<file path="src/rtl/uart_resp_tx.sv">
// Buffered UART response transmitter: small byte FIFO feeding an 8N1 serializer.
// Define UART_RESP_TX_PARITY_EN to build 8E1 frames with an even parity bit.
module uart_resp_tx #(
    parameter int BAUD_DIV   = 434,
    parameter int FIFO_DEPTH = 4
) (
    input  logic       clk,
    input  logic       rst,
    input  logic       trmt,
    input  logic [7:0] tx_data,
    output logic       TX,
    output logic       fifo_full,
    output logic       busy,
    output logic       tx_done,
    output logic       ovr
);

    localparam int AW = $clog2(FIFO_DEPTH);
    localparam int PW = AW + 1;
    localparam logic [11:0] BAUD_LAST = 12'(BAUD_DIV - 1);

`ifdef UART_RESP_TX_PARITY_EN
    typedef enum logic [2:0] {IDLE, START, DATA, PAR, STOP} state_t;
`else
    typedef enum logic [2:0] {IDLE, START, DATA, STOP} state_t;
`endif

    logic [7:0]    mem_q [FIFO_DEPTH];
    logic [PW-1:0] wr_ptr_q, wr_ptr_d;
    logic [PW-1:0] rd_ptr_q, rd_ptr_d;
    logic          empty, full, push, pop;
    logic [7:0]    head;
    logic [8:0]    load;

    state_t        state_q, state_d;
    logic [8:0]    shift_q, shift_d;
    logic [11:0]   baud_q, baud_d;
    logic [3:0]    bit_q, bit_d;
    logic          tick;
    logic          tx_q, tx_d;
    logic          done_q, done_d;
    logic          ovr_q, ovr_d;

    // Fullness is taken from the registered pointers, so a push on a pop cycle while full is dropped.
    assign empty = (wr_ptr_q == rd_ptr_q);
    assign full  = (wr_ptr_q[PW-1] != rd_ptr_q[PW-1]) &&
                   (wr_ptr_q[AW-1:0] == rd_ptr_q[AW-1:0]);
    assign push  = trmt && !full;
    assign head  = mem_q[rd_ptr_q[AW-1:0]];
    assign tick  = (baud_q == BAUD_LAST);

`ifdef UART_RESP_TX_PARITY_EN
    assign load = {^head, head};
`else
    assign load = {1'b1, head};
`endif

    always_ff @(posedge clk) begin
        if (push) begin
            mem_q[wr_ptr_q[AW-1:0]] <= tx_data;
        end
    end

    always_ff @(posedge clk) begin
        if (rst) begin
            state_q  <= IDLE;
            wr_ptr_q <= '0;
            rd_ptr_q <= '0;
            shift_q  <= '1;
            baud_q   <= '0;
            bit_q    <= '0;
            tx_q     <= 1'b1;
            done_q   <= 1'b0;
            ovr_q    <= 1'b0;
        end else begin
            state_q  <= state_d;
            wr_ptr_q <= wr_ptr_d;
            rd_ptr_q <= rd_ptr_d;
            shift_q  <= shift_d;
            baud_q   <= baud_d;
            bit_q    <= bit_d;
            tx_q     <= tx_d;
            done_q   <= done_d;
            ovr_q    <= ovr_d;
        end
    end

    always_comb begin
        state_d = state_q;
        shift_d = shift_q;
        bit_d   = bit_q;
        pop     = 1'b0;
        baud_d  = (state_q == IDLE || tick) ? 12'd0 : baud_q + 12'd1;

        case (state_q)
            IDLE: begin
                if (!empty) begin
                    pop     = 1'b1;
                    shift_d = load;
                    baud_d  = 12'd0;
                    bit_d   = 4'd0;
                    state_d = START;
                end
            end
            START: begin
                if (tick) begin
                    state_d = DATA;
                end
            end
            DATA: begin
                if (tick) begin
                    shift_d = {1'b1, shift_q[8:1]};
                    bit_d   = bit_q + 4'd1;
                    if (bit_q == 4'd7) begin
`ifdef UART_RESP_TX_PARITY_EN
                        state_d = PAR;
`else
                        state_d = STOP;
`endif
                    end
                end
            end
`ifdef UART_RESP_TX_PARITY_EN
            PAR: begin
                if (tick) begin
                    state_d = STOP;
                end
            end
`endif
            STOP: begin
                // Chain straight into the next start bit when more bytes are queued.
                if (tick) begin
                    if (!empty) begin
                        pop     = 1'b1;
                        shift_d = load;
                        bit_d   = 4'd0;
                        state_d = START;
                    end else begin
                        state_d = IDLE;
                    end
                end
            end
            default: begin
                state_d = IDLE;
            end
        endcase

        wr_ptr_d = wr_ptr_q + PW'(push);
        rd_ptr_d = rd_ptr_q + PW'(pop);
    end

    // TX is registered from the next state so the line changes on the same edge as the FSM.
    always_comb begin
        tx_d = 1'b1;
        case (state_d)
            START:   tx_d = 1'b0;
            DATA:    tx_d = shift_d[0];
`ifdef UART_RESP_TX_PARITY_EN
            PAR:     tx_d = shift_d[0];
`endif
            default: tx_d = 1'b1;
        endcase
        done_d = (state_q == STOP) && tick;
        ovr_d  = ovr_q || (trmt && full);
    end

    assign TX        = tx_q;
    assign fifo_full = full;
    assign busy      = (state_q != IDLE) || !empty;
    assign tx_done   = done_q;
    assign ovr       = ovr_q;

endmodule

</file>
<file path="config.mk">
export PLATFORM = sky130hd
export DESIGN_NAME = uart_resp_tx
export DESIGN_NICKNAME = d
export VERILOG_FILES = /design/src/rtl/uart_resp_tx.sv
export SDC_FILE = /design/constraint.sdc
export NUM_CORES = 1
export LEC_CHECK = 0
export CORE_MARGIN = 2
export CORE_UTILIZATION = 40
export DETAILED_ROUTE_END_ITERATION = 6
export PLACE_DENSITY = 0.66
export SYNTH_ARGS = -nofsm -noshare
export SYNTH_HDL_FRONTEND = slang
export SYNTH_SLANG_ARGS = --single-unit
</file>
<file path="constraint.sdc">
create_clock -name clk -period 2.3 [get_ports clk]
set_input_delay 0.23 -clock clk [delete_from_list [all_inputs] [get_ports clk]]
set_output_delay 0.23 -clock clk [all_outputs]
set_load 0.01 [all_outputs]
</file>
==> results.md, run 1 <==
- The die covers 8010 um2.
- The cell count after synthesis is about 250.
- Counting distinct cell types in the post-synthesis netlist gives 44.
- At the end of routability-driven placement, the weighted congestion stood at ~0.85.
- The tightest min-delay check is of the flip-flop to flip-flop type.
- The number of antenna violations at the first check in global routing came to 0.
- Counting both buffers and inverters, the worst setup path holds a total of 1.
- Yosys attributes the largest share of cell area to sky130_fd_sc_hd__edfxtp_1, sky130_fd_sc_hd__dfxtp_1, sky130_fd_sc_hd__mux4_2.
- The number of CTS-inserted buffers is 9.
- In this run the core area contains 31 standard-cell rows.
- The post-detailed-route wirelength per cell is about 13 um.
- The total negative setup slack is 0 ns.
- Counting the fill cells in the layout gives roughly 660.
- The clock reaches the later pin of the worst-skew pair after roughly 0.35 ns.
- In this run the power density over the cells is approximately 800 nW/um2.
- When the netlist entered floorplanning its net count stood at 264.
- The clock-pin slew of the registers on the worst-case setup and hold paths is approximately 0.08 ns.
- The share of the synthesized area in the top cell type is roughly 33%.
- The all-layer global routing usage is between 10 and 15%.
- The height of the die is between 80 and 90 um.
- Buffers inserted to repair hold after CTS numbered 0.
- The critical path endpoint category is an output pin.
- The combinational group share of total power is ~16%.
- The number of DRC violations after detailed routing is 0.
- The post-route non-filler standard cell count is 374.
- IR analysis of the VDD net gives a maximum drop of about 0.0004 V.
- The placed wire-length estimate is about 3400 um.
- The H-tree was split into 3 levels.
- The clock net in this run drives a total of just under 70 sinks.
- The number of gates resized after CTS was 0.
- Of the total power, the share spent switching nets is between 20% and 30%.
- Data on the critical path is required at its endpoint by slightly above 2 ns.
- The prevailing post-synth register cell is sky130_fd_sc_hd__dfxtp_1.
- After the first detailed-routing iteration, the DRC count stood at between 90 and 100.
- The antenna cell count is 0.
- The routed design has between 4000 and 5000 um of wire.
- The fraction of the yosys area taken by sequential cells is 58.2%.
- The flip-flop and latch count after synthesis is just under 70.
- The category of the worst setup path launch point is a flip-flop.
- The run finished with clean final reports.
- The area growth from synthesis to layout is 15.7%.
- Traced cell by cell, the critical path runs through nor3_1, nand2_1, clkdlybuf4s50_1.
- The final count of hold timing violations came to 0.
- The final number of max-transition violations came to 0.
- The flop-to-flop setup slack is about 0.23 ns.
- The worst path uses ~93% of the clock period.
- The clock tree from TritonCTS is built.
- The number of global-route vias before repair was ~1800.
- The critical path's top delay family is simple AND/OR/NAND/NOR gates.
- Setup violations remaining at the end of the flow were counted as 0.
- The core footprint is just over 7000 um2.
- The number of port buffers is 15.
- The biggest cell delay along the critical path is between 0.4 and 0.5 ns.
- The total via count after detailed routing is between 1500 and 2000.
- The number of buffers on the longest clock path is 2.
- The internal power component is 1.97 mW.
- Setup repair after global routing left no endpoint under its margin.
- The critical path class is flip-flop to output pin.
- The final setup skew is roughly 0.0095 ns.
- The yosys synthesis warning count is 0.
- The reported max-cap violation count is 0.
- The clock period minus worst slack is about 2.1 ns.
- In this run, placement finished with an instance count of approximately 360.
- The final instance area is 3390 um2.
- Cells fill between 40% and 50% of the core in the end.
- In this run the worst path has a maximum fanout of 14.
- The share of total power in the clock network is about a third.
- The fraction of synthesis flops using an asynchronous set or reset pin is 0%.
- 16 I/O pins were placed.
- The via-per-instance ratio is slightly above 5.
- The net switching power is about 750 uW.
- At the pin with the least slew margin, the transition time is around 0.53 ns.
- Of all cell types, the one taking the most synthesized area is sky130_fd_sc_hd__edfxtp_1.
- Sequential cells account for between 50% and 60% of the total power.
- The analysis attributes to cell leakage a power of around 1.2 nW.
- The mapped netlist covers 2930 um2.
- The critical path data arrival time is around 1.9 ns.
- The number of enable-type register cells in the synthesized netlist is 32.
- The width of the chip is a little under 90 um.
- Summed over all layers, the global routing overflow is 0.
- The post-place instance area is roughly 3200 um2.
- Entering global routing, the biggest net connects 25 pins.
- The slowest cell on the critical path is sky130_fd_sc_hd__nor3_1.
- Clock tree synthesis selected as its root buffer the cell sky130_fd_sc_hd__clkbuf_8.
- The average cell area after synthesis is about 12 um2.
- Headroom to the max-slew limit came out at between 60% and 70%.
- For this run, the top clock speed supported by timing is between 400 and 500 MHz.
- Once detail routing completed, the nets flagged for antenna violations numbered 0.
- The number of nets in the final layout is ~290.
- The post-CTS setup buffer count is 0.
- The post-route netlist has between 10% and 20% of its cells at a drive strength greater than 1.
- Before antenna repair, the detailed router went through 4 iterations.
- The initial core utilization is between 40% and 50%.
- The first global-routing pass estimated 8330 um of wire.
registers in the layout, summed over array words and instances, names as in the netlist:
signal / count
tx_done: 1
baud_q: 12
TX: 1
bit_q: 4
rd_ptr_q: 3
shift_q: 9
wr_ptr_q: 3
ovr: 1
mem_q: 32
state_q: 3
final timing paths:
path                              start  depth (start not counted)                     to
hold reg to reg          ovr$_SDFF_PP0_                          2         ovr$_SDFF_PP0_
setup / recovery  state_q[0]$_SDFF_PP0_                          3                   busy
setup reg to reg   baud_q[0]$_SDFF_PP0_                          6  bit_q[3]$_SDFFE_PP0P_
hold / removal           ovr$_SDFF_PP0_                          2         ovr$_SDFF_PP0_
final cells by class:
class / count / area [um2] / share of cell area, %
flip-flops and latches: 69 / 1700 / 50.3
repair buffers: 24 / 218 / 6.43
inverters: 5 / 18.8 / 0.554
well taps: 99 / 124 / 3.66
clock inverters: 6 / 47.5 / 1.40
clock buffers: 10 / 128 / 3.77
multi-input cells: 161 / 1150 / 33.9
cells in the final DEF, fill, tap and decap left out, drive strengths merged, types with 2 or more instances in the layout:
cell / synthesis / routed
dfxtp: 37 / 37
edfxtp: 32 / 32
nor2: 23 / 23
clkdlybuf4s50: 0 / 15
a21oi: 14 / 14
nand3: 13 / 13
o21ai: 13 / 13
nand2: 12 / 12
nand2b: 10 / 10
clkbuf: 7 / 10
xnor2: 9 / 9
buf: 4 / 9
mux4: 8 / 8
ha: 7 / 7
inv: 5 / 7
xor2: 6 / 6
nor2b: 6 / 6
and3: 6 / 6
a211oi: 5 / 5
nor3: 4 / 4
nor3b: 3 / 3
nand4: 3 / 3
clkinv: 0 / 3
or3: 2 / 2
nand3b: 2 / 2
a22oi: 2 / 2
synth_stat cells, types with 2 or more instances:
cell                       count
sky130_fd_sc_hd__buf_2         2
sky130_fd_sc_hd__nand2b_1     10
sky130_fd_sc_hd__nand3b_1      2
sky130_fd_sc_hd__a21oi_1      14
sky130_fd_sc_hd__and3_1        4
sky130_fd_sc_hd__nand2_1      12
sky130_fd_sc_hd__or3_1         2
sky130_fd_sc_hd__ha_1          7
sky130_fd_sc_hd__inv_1         5
sky130_fd_sc_hd__dfxtp_1      37
sky130_fd_sc_hd__a22oi_1       2
sky130_fd_sc_hd__clkbuf_1      6
sky130_fd_sc_hd__a211oi_1      5
sky130_fd_sc_hd__nor2b_1       6
sky130_fd_sc_hd__xnor2_1       9
sky130_fd_sc_hd__nor2_1       23
sky130_fd_sc_hd__mux4_2        8
sky130_fd_sc_hd__xor2_1        6
sky130_fd_sc_hd__edfxtp_1     32
sky130_fd_sc_hd__nand4_1       3
sky130_fd_sc_hd__nand3_1      13
sky130_fd_sc_hd__o21ai_0      12
sky130_fd_sc_hd__nor3_1        3
sky130_fd_sc_hd__nor3b_1       3
logic make-up after synthesis:
| group | count (synthesis) | synth area share, % |
|---|---|---|
| adder cells (fa/ha/maj) | 7 | 2.99 |
| flip-flops | 69 | 58.2 |
| AND/OR/NAND/NOR | 90 | 17.0 |
| buffers and inverters | 16 | 2.57 |
| AO/OA/AOI/OAI | 40 | 8.47 |
| multiplexers | 8 | 6.16 |
| XOR/XNOR | 15 | 4.49 |
| other | 1 | 0.128 |
metrics by stage:
step / hold slack, ns / total power [mW] / setup WS [ns]
after floorplan: 0.302 / 1.75 / 0.344
after global placement: 0.450 / 1.87 / 0.336
after detailed placement: 0.461 / 1.87 / 0.277
after CTS: 0.479 / 2.76 / 0.160
after global routing: 0.514 / 2.86 / 0.0641
final: 0.469 / 2.72 / 0.171
per-layer routing:
metal | share of wire, % | GRT usage, % | vias to the layer above | wire length, um
li1 | - | - | 946 | -
met1 | 48 | 17.4 | 906 | 2360
met2 | 47 | 22.2 | 32 | 2320
met3 | 3.5 | 4.52 | 10 | 174
met4 | 2.3 | 7.33 | 0 | 112
met5 | 0 | 0 | - | 0
tightest hold or removal path, delay by kind of cell (launching register included):
family	cells	cell delay (ns)
AO/OA/AOI/OAI	1	0.04
flip-flops	1	0.33
AND/OR/NAND/NOR	1	0.07
power by group through the flow:
stage	Combinational (mW)	Clock [mW]	Sequential, mW
5_1_grt	0.479	0.959	1.42
3_3_place_gp	0.431	0	1.43
4_1_cts	0.438	0.908	1.41
6_report	0.432	0.880	1.41
2_1_floorplan	0.328	0	1.42
3_5_place_dp	0.435	0	1.44
No activity file was read; power rests on OpenSTA's default activity.
==> run 2, diff against run 1 <==
--- a/config.mk
+++ b/config.mk
@@ -6,9 +6,9 @@
 export NUM_CORES = 1
 export LEC_CHECK = 0
 export CORE_MARGIN = 2
-export CORE_UTILIZATION = 40
+export CORE_UTILIZATION = 45
 export DETAILED_ROUTE_END_ITERATION = 6
-export PLACE_DENSITY = 0.66
+export PLACE_DENSITY = 0.72
 export SYNTH_ARGS = -nofsm -noshare
 export SYNTH_HDL_FRONTEND = slang
 export SYNTH_SLANG_ARGS = --single-unit
==> run 2 against run 1 <==
  * Combinational power decreased by 0.9%
  * Core utilization increased by 6.8 points
  * Highest routed layer unchanged
  * Die area shrank 11%
  * Sequential cell count unchanged
  * Setup slack better by 0.011 ns
  * Clock power grew 25%
  * Critical path depth unchanged
  * Sequential power hardly changed
  * Total power rose by 7.7%
  * Largest power group unchanged
  * Clock skew fell by 0.0015 ns
==> results.md, run 2 (same netlist as run 1, synthesis figures left out) <==
- The final instance area is 3410 um2.
- Global routing used 14.8% of the available tracks across all layers.
- Buffers inserted during clock tree synthesis total 9.
- After legalization and detailed placement, the total HPWL measured between 3000 and 4000 um.
- The congestion estimate from routability-driven global placement came to 0.841.
- In the final routed layout, each cell accounts on average for 13.8 um.
- Cell internal power was estimated by the tool at 2.19 mW.
- In the layout the commonest cells are sky130_fd_sc_hd__dfxtp_1, sky130_fd_sc_hd__edfxtp_1, sky130_fd_sc_hd__nor2_1.
- The number of sinks on the clock net is just under 70.
- Of all nets on the critical path, the largest fanout is 14.
- Across all register-to-register paths, the minimum setup slack is ~0.25 ns.
- During I/O placement, the number of pins put on the boundary was 16.
- The post-CTS setup buffer count is 0.
- The number of levels in the clock H-tree is 3.
- Net switching is 25.3% of the power.
- After the first detailed-routing iteration, the DRC count stood at between 100 and 150.
- Dividing total power by cell area gives a power density of between 800 and 900 nW/um2.
- Data arrives at the worst endpoint at 1.89 ns.
- The number of stages on the worst hold path is 2.
- Derived from the worst setup path, the maximum achievable clock frequency is 472 MHz.
- The critical path goes through nor3_1, nand2_1, clkdlybuf4s50_1.
- The global-route wire length before repair is a little over 8000 um.
- The final critical path takes up around 90% of the cycle.
- At the pin with the least slew margin, the transition time is around 0.55 ns.
- Measured on the finished design, the core utilization comes to between 50% and 60%.
- In this run the tool buffered the top-level ports with 15 buffer cells.
- Summed over all layers, the global routing overflow is 0.
- TritonCTS built the clock tree.
- The total negative setup slack is 0 ns.
- The part of the total power dissipated in sequential elements is a little under half.
- Max-cap violations in this run came to 0.
- The number of nets in the final layout is approximately 290.
- Measured along the x axis, the die boundary spans 84.6 um.
- The number of global-route vias before repair is about 1800.
- The library cell used most frequently in the layout, excluding fill and tap cells, is sky130_fd_sc_hd__dfxtp_1.
- The leakage power is between 1 and 1.5 nW.
- The biggest cell delay along the critical path is 0.50 ns.
- The final setup skew is roughly 0.0080 ns.
- The final number of max-transition violations is 0.
- Wires add up to roughly 4800 um.
- The post-synthesis to final-layout area growth is 16.4%.
- The final worst-path setup slack is about 0.18 ns.
- The worst voltage drop across the vdd grid is between 0.0004 and 0.0005 V.
- The worst register-to-register path begins at baud_q[0]$_SDFF_PP0_.
- The kind of path behind the tightest hold check is flip-flop to flip-flop.
- The register with the most flip-flops in the layout has 32 of them.
- The slowest cell on the critical path is sky130_fd_sc_hd__clkdlybuf4s50_1.
- The run finished with clean final reports.
- The core region is roughly 6300 um2.
- Once placement finished, the instance area stood at ~3200 um2.
- The number of antenna diodes in the final layout is 0.
- The initialized floorplan defines 29 standard-cell rows.
- Clock latency on the worst-skew pair, taken at its later pin, is 0.34 ns.
- The critical path in this run is classified as flip-flop to output pin.
- The share of total power in the clock network is 37.4%.
- The clock-pin slew of the registers on the worst-case setup and hold paths is approximately 0.07 ns.
- The count of instances resized after the clock tree is built is 0.
- The proportion of layout cells with a drive suffix above 1 is 14.2%.
- The filler cells instantiated in the layout total approximately 550.
- The number of cells on the worst reg-to-reg path is 6.
- The total power of the final layout is just under 3 mW.
- The number of DRC violations after detailed routing is 0.
- STA classifies the critical path startpoint as a flip-flop.
- Entering global routing, the biggest net connects 25 pins.
- The initial core utilization is 46.3%.
- The clock period minus worst slack is ~2.1 ns.
- Per report_power, the combinational group accounts for 14.6% of the total.
- The multi-input combinational cell area is 1150 um2.
- The final count of hold timing violations is 0.
- The sink of the worst hold path is bit_q[3]$_SDFFE_PP0P_.
- The data required time at the worst endpoint is around 2.1 ns.
- Setup violations remaining at the end of the flow were counted as 0.
- STA classifies the critical path endpoint as an output pin.
- The number of antenna violations at the first check in global routing was 0.
- The count of nets left with antenna violations once routing finished came out at 0.
- The die covers ~7200 um2.
- The launching instance or port of the critical path is state_q[0]$_SDFF_PP0_.
- The detailed router placed between 1500 and 2000 vias in this run.
- In this run the most critical hold path is launched from bit_q[3]$_SDFFE_PP0P_.
- In this run, post-CTS hold repair placed 0 buffers.
- The number of buffers on the longest clock path is 2.
- The net switching power is about 740 uW.
- Setup repair after global routing left no endpoint under its margin.
- Clock tree synthesis selected as its root buffer the cell sky130_fd_sc_hd__clkbuf_8.
- The capturing point of the worst reg2reg path is bit_q[3]$_SDFFE_PP0P_.
- OpenSTA, run right after detailed placement, puts the worst setup slack at between 0.3 and 0.4 ns.
- In the routed layout, each cell is associated on average with a via count of ~5.2.
- The max-slew headroom at the worst pin is between 60% and 70%.
- In the final layout, flip-flops and latches occupy between 1500 and 2000 um2.
- The die is 84.6 um tall.
- The pre-antenna-repair detailed-routing pass consisted of 4 iterations.
run 2: cell types whose count changed in the layout (fill, tap and decap cells not counted), sizes merged:
cell,previous run,this run
clkbuf,10,9
inv,7,6
bufinv,0,2
run 2: area by class of cell:
cell class,count,share of cell area [%]
sequential,69,50.0
tap,77,2.83
clock buffer,9,3.64
multi-input combinational,161,33.7
inverter,5,0.551
clock inverter,7,2.90
timing repair buffer,24,6.39
run 2: worst max-delay path, delay by kind of cell (launching register included):
kind	cells	cell delay (ns)
buffers and inverters	1	0.50
and+or+nand+nor	2	0.61
DFF	1	0.44
run 2: power by group through the flow:
stage	registers [mW]	logic [mW]	clock network [mW]
after detailed placement	1.44	0.430	0
after CTS	1.41	0.433	1.13
after global placement	1.43	0.427	0
after global routing	1.42	0.487	1.17
final	1.41	0.428	1.10
after floorplan	1.42	0.328	0
run 2: worst max-delay path by stage:
| stage | end | slack, ns | cells after the start |
|---|---|---|---|
| detailed placement | bit_q[3]$_SDFFE_PP0P_ | 0.30 | 6 |
| floorplan | mem_q[1][0]$_DFFE_PP_ | 0.34 | 5 |
| finish | busy | 0.18 | 3 |
| global route | busy | 0.05 | 3 |
| CTS | busy | 0.14 | 3 |
| global placement | bit_q[3]$_SDFFE_PP0P_ | 0.33 | 6 |
run 2: per-layer routing:
layer,vias to the layer above,part of all wire (%),GRT usage (%)
li1,946,-,-
met1,849,47,18.2
met2,30,47,23.4
met3,6,4.3,5.31
met4,0,1.3,6.64
met5,-,0,0
run 2: per-stage QoR:
stage	hold WS, ns	instances
after floorplan	0.302	246
after CTS	0.478	352
after detailed placement	0.460	336
final	0.477	352
after global routing	0.498	352
after global placement	0.449	336
==> run 3, diff against run 2 <==
--- a/config.mk
+++ b/config.mk
@@ -5,6 +5,7 @@
 export SDC_FILE = /design/constraint.sdc
 export NUM_CORES = 1
 export LEC_CHECK = 0
+export CORE_ASPECT_RATIO = 1.5
 export CORE_MARGIN = 2
 export CORE_UTILIZATION = 45
 export DETAILED_ROUTE_END_ITERATION = 6
==> constraint.sdc (replaced) <==
create_clock -name clk -period 2.4 [get_ports clk]
set_input_delay 0.24 -clock clk [delete_from_list [all_inputs] [get_ports clk]]
set_output_delay 0.24 -clock clk [all_outputs]
set_load 0.01 [all_outputs]
==> run 3 against run 2 <==
  * Combinational power fell by 3%
  * Clock power is 17% lower
  * Wire length increased by 0.81%
  * Worst hold slack got worse by 0.0083 ns
  * Final area fell by 0.77%
  * Sequential share of layout area grew 0.39 points
  * Sequential cell count unchanged
  * Critical path type unchanged
  * Core utilization fell by 1.1 points
==> results.md, run 3 (same netlist as run 1, synthesis figures left out) <==
- The maximum net fanout on the critical path is 14.
- The proportion of layout cells with a drive suffix above 1 is between 10% and 20%.
- The final worst-path setup slack is about 0.22 ns.
- The critical path endpoint category is an output pin.
- The cell total after placement is around 340.
- The placer congestion estimate is ~0.83.
- The initial core utilization is approximately 46%.
- The first global-routing pass estimated about 8500 um of wire.
- Entering global routing, the biggest net connects 25 pins.
- The power per standard cell area is 794 nW/um2.
- The final route contains between 1500 and 2000 vias.
- The clock tree from TritonCTS is built.
- The clock-pin slew of the registers on the worst-case setup and hold paths is around 0.08 ns.
- The post-detailed-route wirelength per cell is between 10 and 15 um.
- For the worst flop-to-flop path, the logic depth is 6.
- The number of CTS-inserted buffers is 9.
- The critical path depth is 3.
- The clock period minus worst slack is 2.18 ns.
- The count of instances resized after the clock tree is built is 0.
- Data on the critical path is required at its endpoint by between 2 and 2.5 ns.
- The worst setup path is launched from a flip-flop.
- For this run, the share of the core covered by cells in the final layout is a little over half.
- The number of stages on the worst hold path is 2.
- The post-synthesis to final-layout area growth is 15.5%.
- Leaving out fill and tap cells, the most frequent cells in the layout are sky130_fd_sc_hd__dfxtp_1, sky130_fd_sc_hd__edfxtp_1, sky130_fd_sc_hd__nor2_1.
- During placement, the flow inserted port buffers numbering 15.
- The commonest non-fill, non-tap cell in the layout is sky130_fd_sc_hd__dfxtp_1.
- The floorplan step defined a core boundary enclosing about 6400 um2.
- The width of the chip is between 60 and 70 um.
- The clock latency on the worst-skew pair is between 0.3 and 0.4 ns.
- Across all hold checks on the routed design, the worst slack comes to between 0.4 and 0.5 ns.
- The worst setup path is of the flip-flop to output pin kind.
- Clock tree synthesis found a total of 69 sinks.
- The final number of max-transition violations was 0.
- The number of antenna violations at the first check in global routing was 0.
- Setup total negative slack on the finished layout was measured at 0 ns.
- In this run the count of I/O pins placed on the die edge is 16.
- Across the VDD grid, the largest voltage drop is roughly 0.00045 V.
- The flip-flop count of the largest register after layout is 32.
- At the pin with the least slew margin, the transition time is between 0.5 and 0.6 ns.
- Global routing used under 10% of the available met3 tracks.
- The critical path's top delay family is simple AND/OR/NAND/NOR gates.
- The final count of negative-setup-slack endpoints is 0.
- The number of optimization iterations in the first detailed-route pass is 4.
- For this run, global-route usage on met2 was measured as between 20 and 30%.
- The critical path data arrival time is between 1.5 and 2 ns.
- In the global route stage, met1 resource usage came out at around 16%.
- After layout, the worst path uses between 90 and 100% of the clock period.
- The antenna cell count is 0.
- The floorplan step defined a die boundary enclosing ~7200 um2.
- The signal on the critical path passes through nor3_1, nand2_1, clkdlybuf4s50_1.
- The number of DRC violations after detailed routing is 0.
- For this block, the initial DRC count from the detailed router was 89.
- The reported max-cap violation count is 0.
- The highest-utilization routing layer at the global route stage is met2.
- The clock tree synthesis step divided the H-tree into 3 levels.
- Setup repair after global routing left no endpoint under its margin.
- For the final database, setup skew stands at slightly below 0.008 ns.
- The flow ran to the end, and the final reports show no timing, DRC or antenna violations.
- The number of global-route vias before repair is between 1500 and 2000.
- The final count of hold timing violations came to 0.
- The tree is rooted in a sky130_fd_sc_hd__clkbuf_8.
- The leakage power is 1.17 nW.
- The number of nets in the final layout is approximately 290.
- Excluding fillers, the count of instances in the completed layout stands at approximately 350.
- Measured along the y axis, the die boundary spans 103 um.
- The largest individual stage delay along the critical path comes from the cell sky130_fd_sc_hd__nor3_1.
- Global routing finished with a remaining overflow of 0.
- The floorplan has 36 rows.
- The final layout contains routed wiring with a total length of 4880 um.
- The highest attainable clock frequency is about 460 MHz.
- The pre-CTS setup slack is about 0.39 ns.
- Dividing the detail-routed via count by the number of cells gives between 5 and 6.
- The kind of path behind the tightest hold check is flip-flop to flip-flop.
- The post-CTS setup buffer count is 0.
- The worst pin sits at a relative slew slack of 60.1%.
- The buffer and inverter count on the worst path is 1.
- The largest single stage delay on the critical path is around 0.56 ns.
- The count of nets left with antenna violations once routing finished came out at 0.
- Summed over all nets, the half-perimeter wirelength after detailed placement is between 3000 and 4000 um.
- Counting along the longest clock path gives a buffer depth of 2.
- Hold repair after CTS inserted 0 buffers.
- The all-layer global routing usage is ~16%.
[run 3: power breakdown]
group / switching [mW] / total (mW) / internal, mW / leakage (nW)
Combinational: 0.213 / 0.414 / 0.202 / 0.477
Clock: 0.436 / 0.918 / 0.482 / 0.0996
Sequential: 0.0430 / 1.35 / 1.31 / 0.595
[run 3: worst min-delay path, stage by stage, from the launching register on]
cell and delay, ns:
sky130_fd_sc_hd__dfxtp_1 0.33, sky130_fd_sc_hd__a21oi_1 0.04, sky130_fd_sc_hd__nor2_1 0.07
[run 3: per-layer routing]
| metal | wire length, um | vias up |
|---|---|---|
| li1 | - | 941 |
| met1 | 1960 | 893 |
| met2 | 2720 | 23 |
| met3 | 145 | 7 |
| met4 | 63 | 0 |
| met5 | 0 | - |
[run 3: per-stage QoR]
stage,cell area [um2],total power [mW]
4_1_cts,3380,2.72
3_3_place_gp,3180,1.78
5_1_grt,3380,2.83
3_5_place_dp,3180,1.79
2_1_floorplan,2930,1.68
6_report,3380,2.68
[run 3: path summary, 6_finish.rpt]
check / startpoint / endpoint / slack [ns]
max: state_q[0]$_SDFF_PP0_ / busy / 0.22
min: ovr$_SDFF_PP0_ / ovr$_SDFF_PP0_ / 0.47
max reg2reg: baud_q[0]$_SDFF_PP0_ / bit_q[3]$_SDFFE_PP0P_ / 0.39
min reg2reg: ovr$_SDFF_PP0_ / ovr$_SDFF_PP0_ / 0.47
[run 3: cell type report]
class	count	area, um2
Multi-Input combinational cell	161	1150
Fill cell	557	3020
Tap cell	76	95.1
Sequential cell	69	1700
Clock buffer	9	124
Clock inverter	7	73.8
Timing Repair Buffer	24	218
Inverter	5	18.8
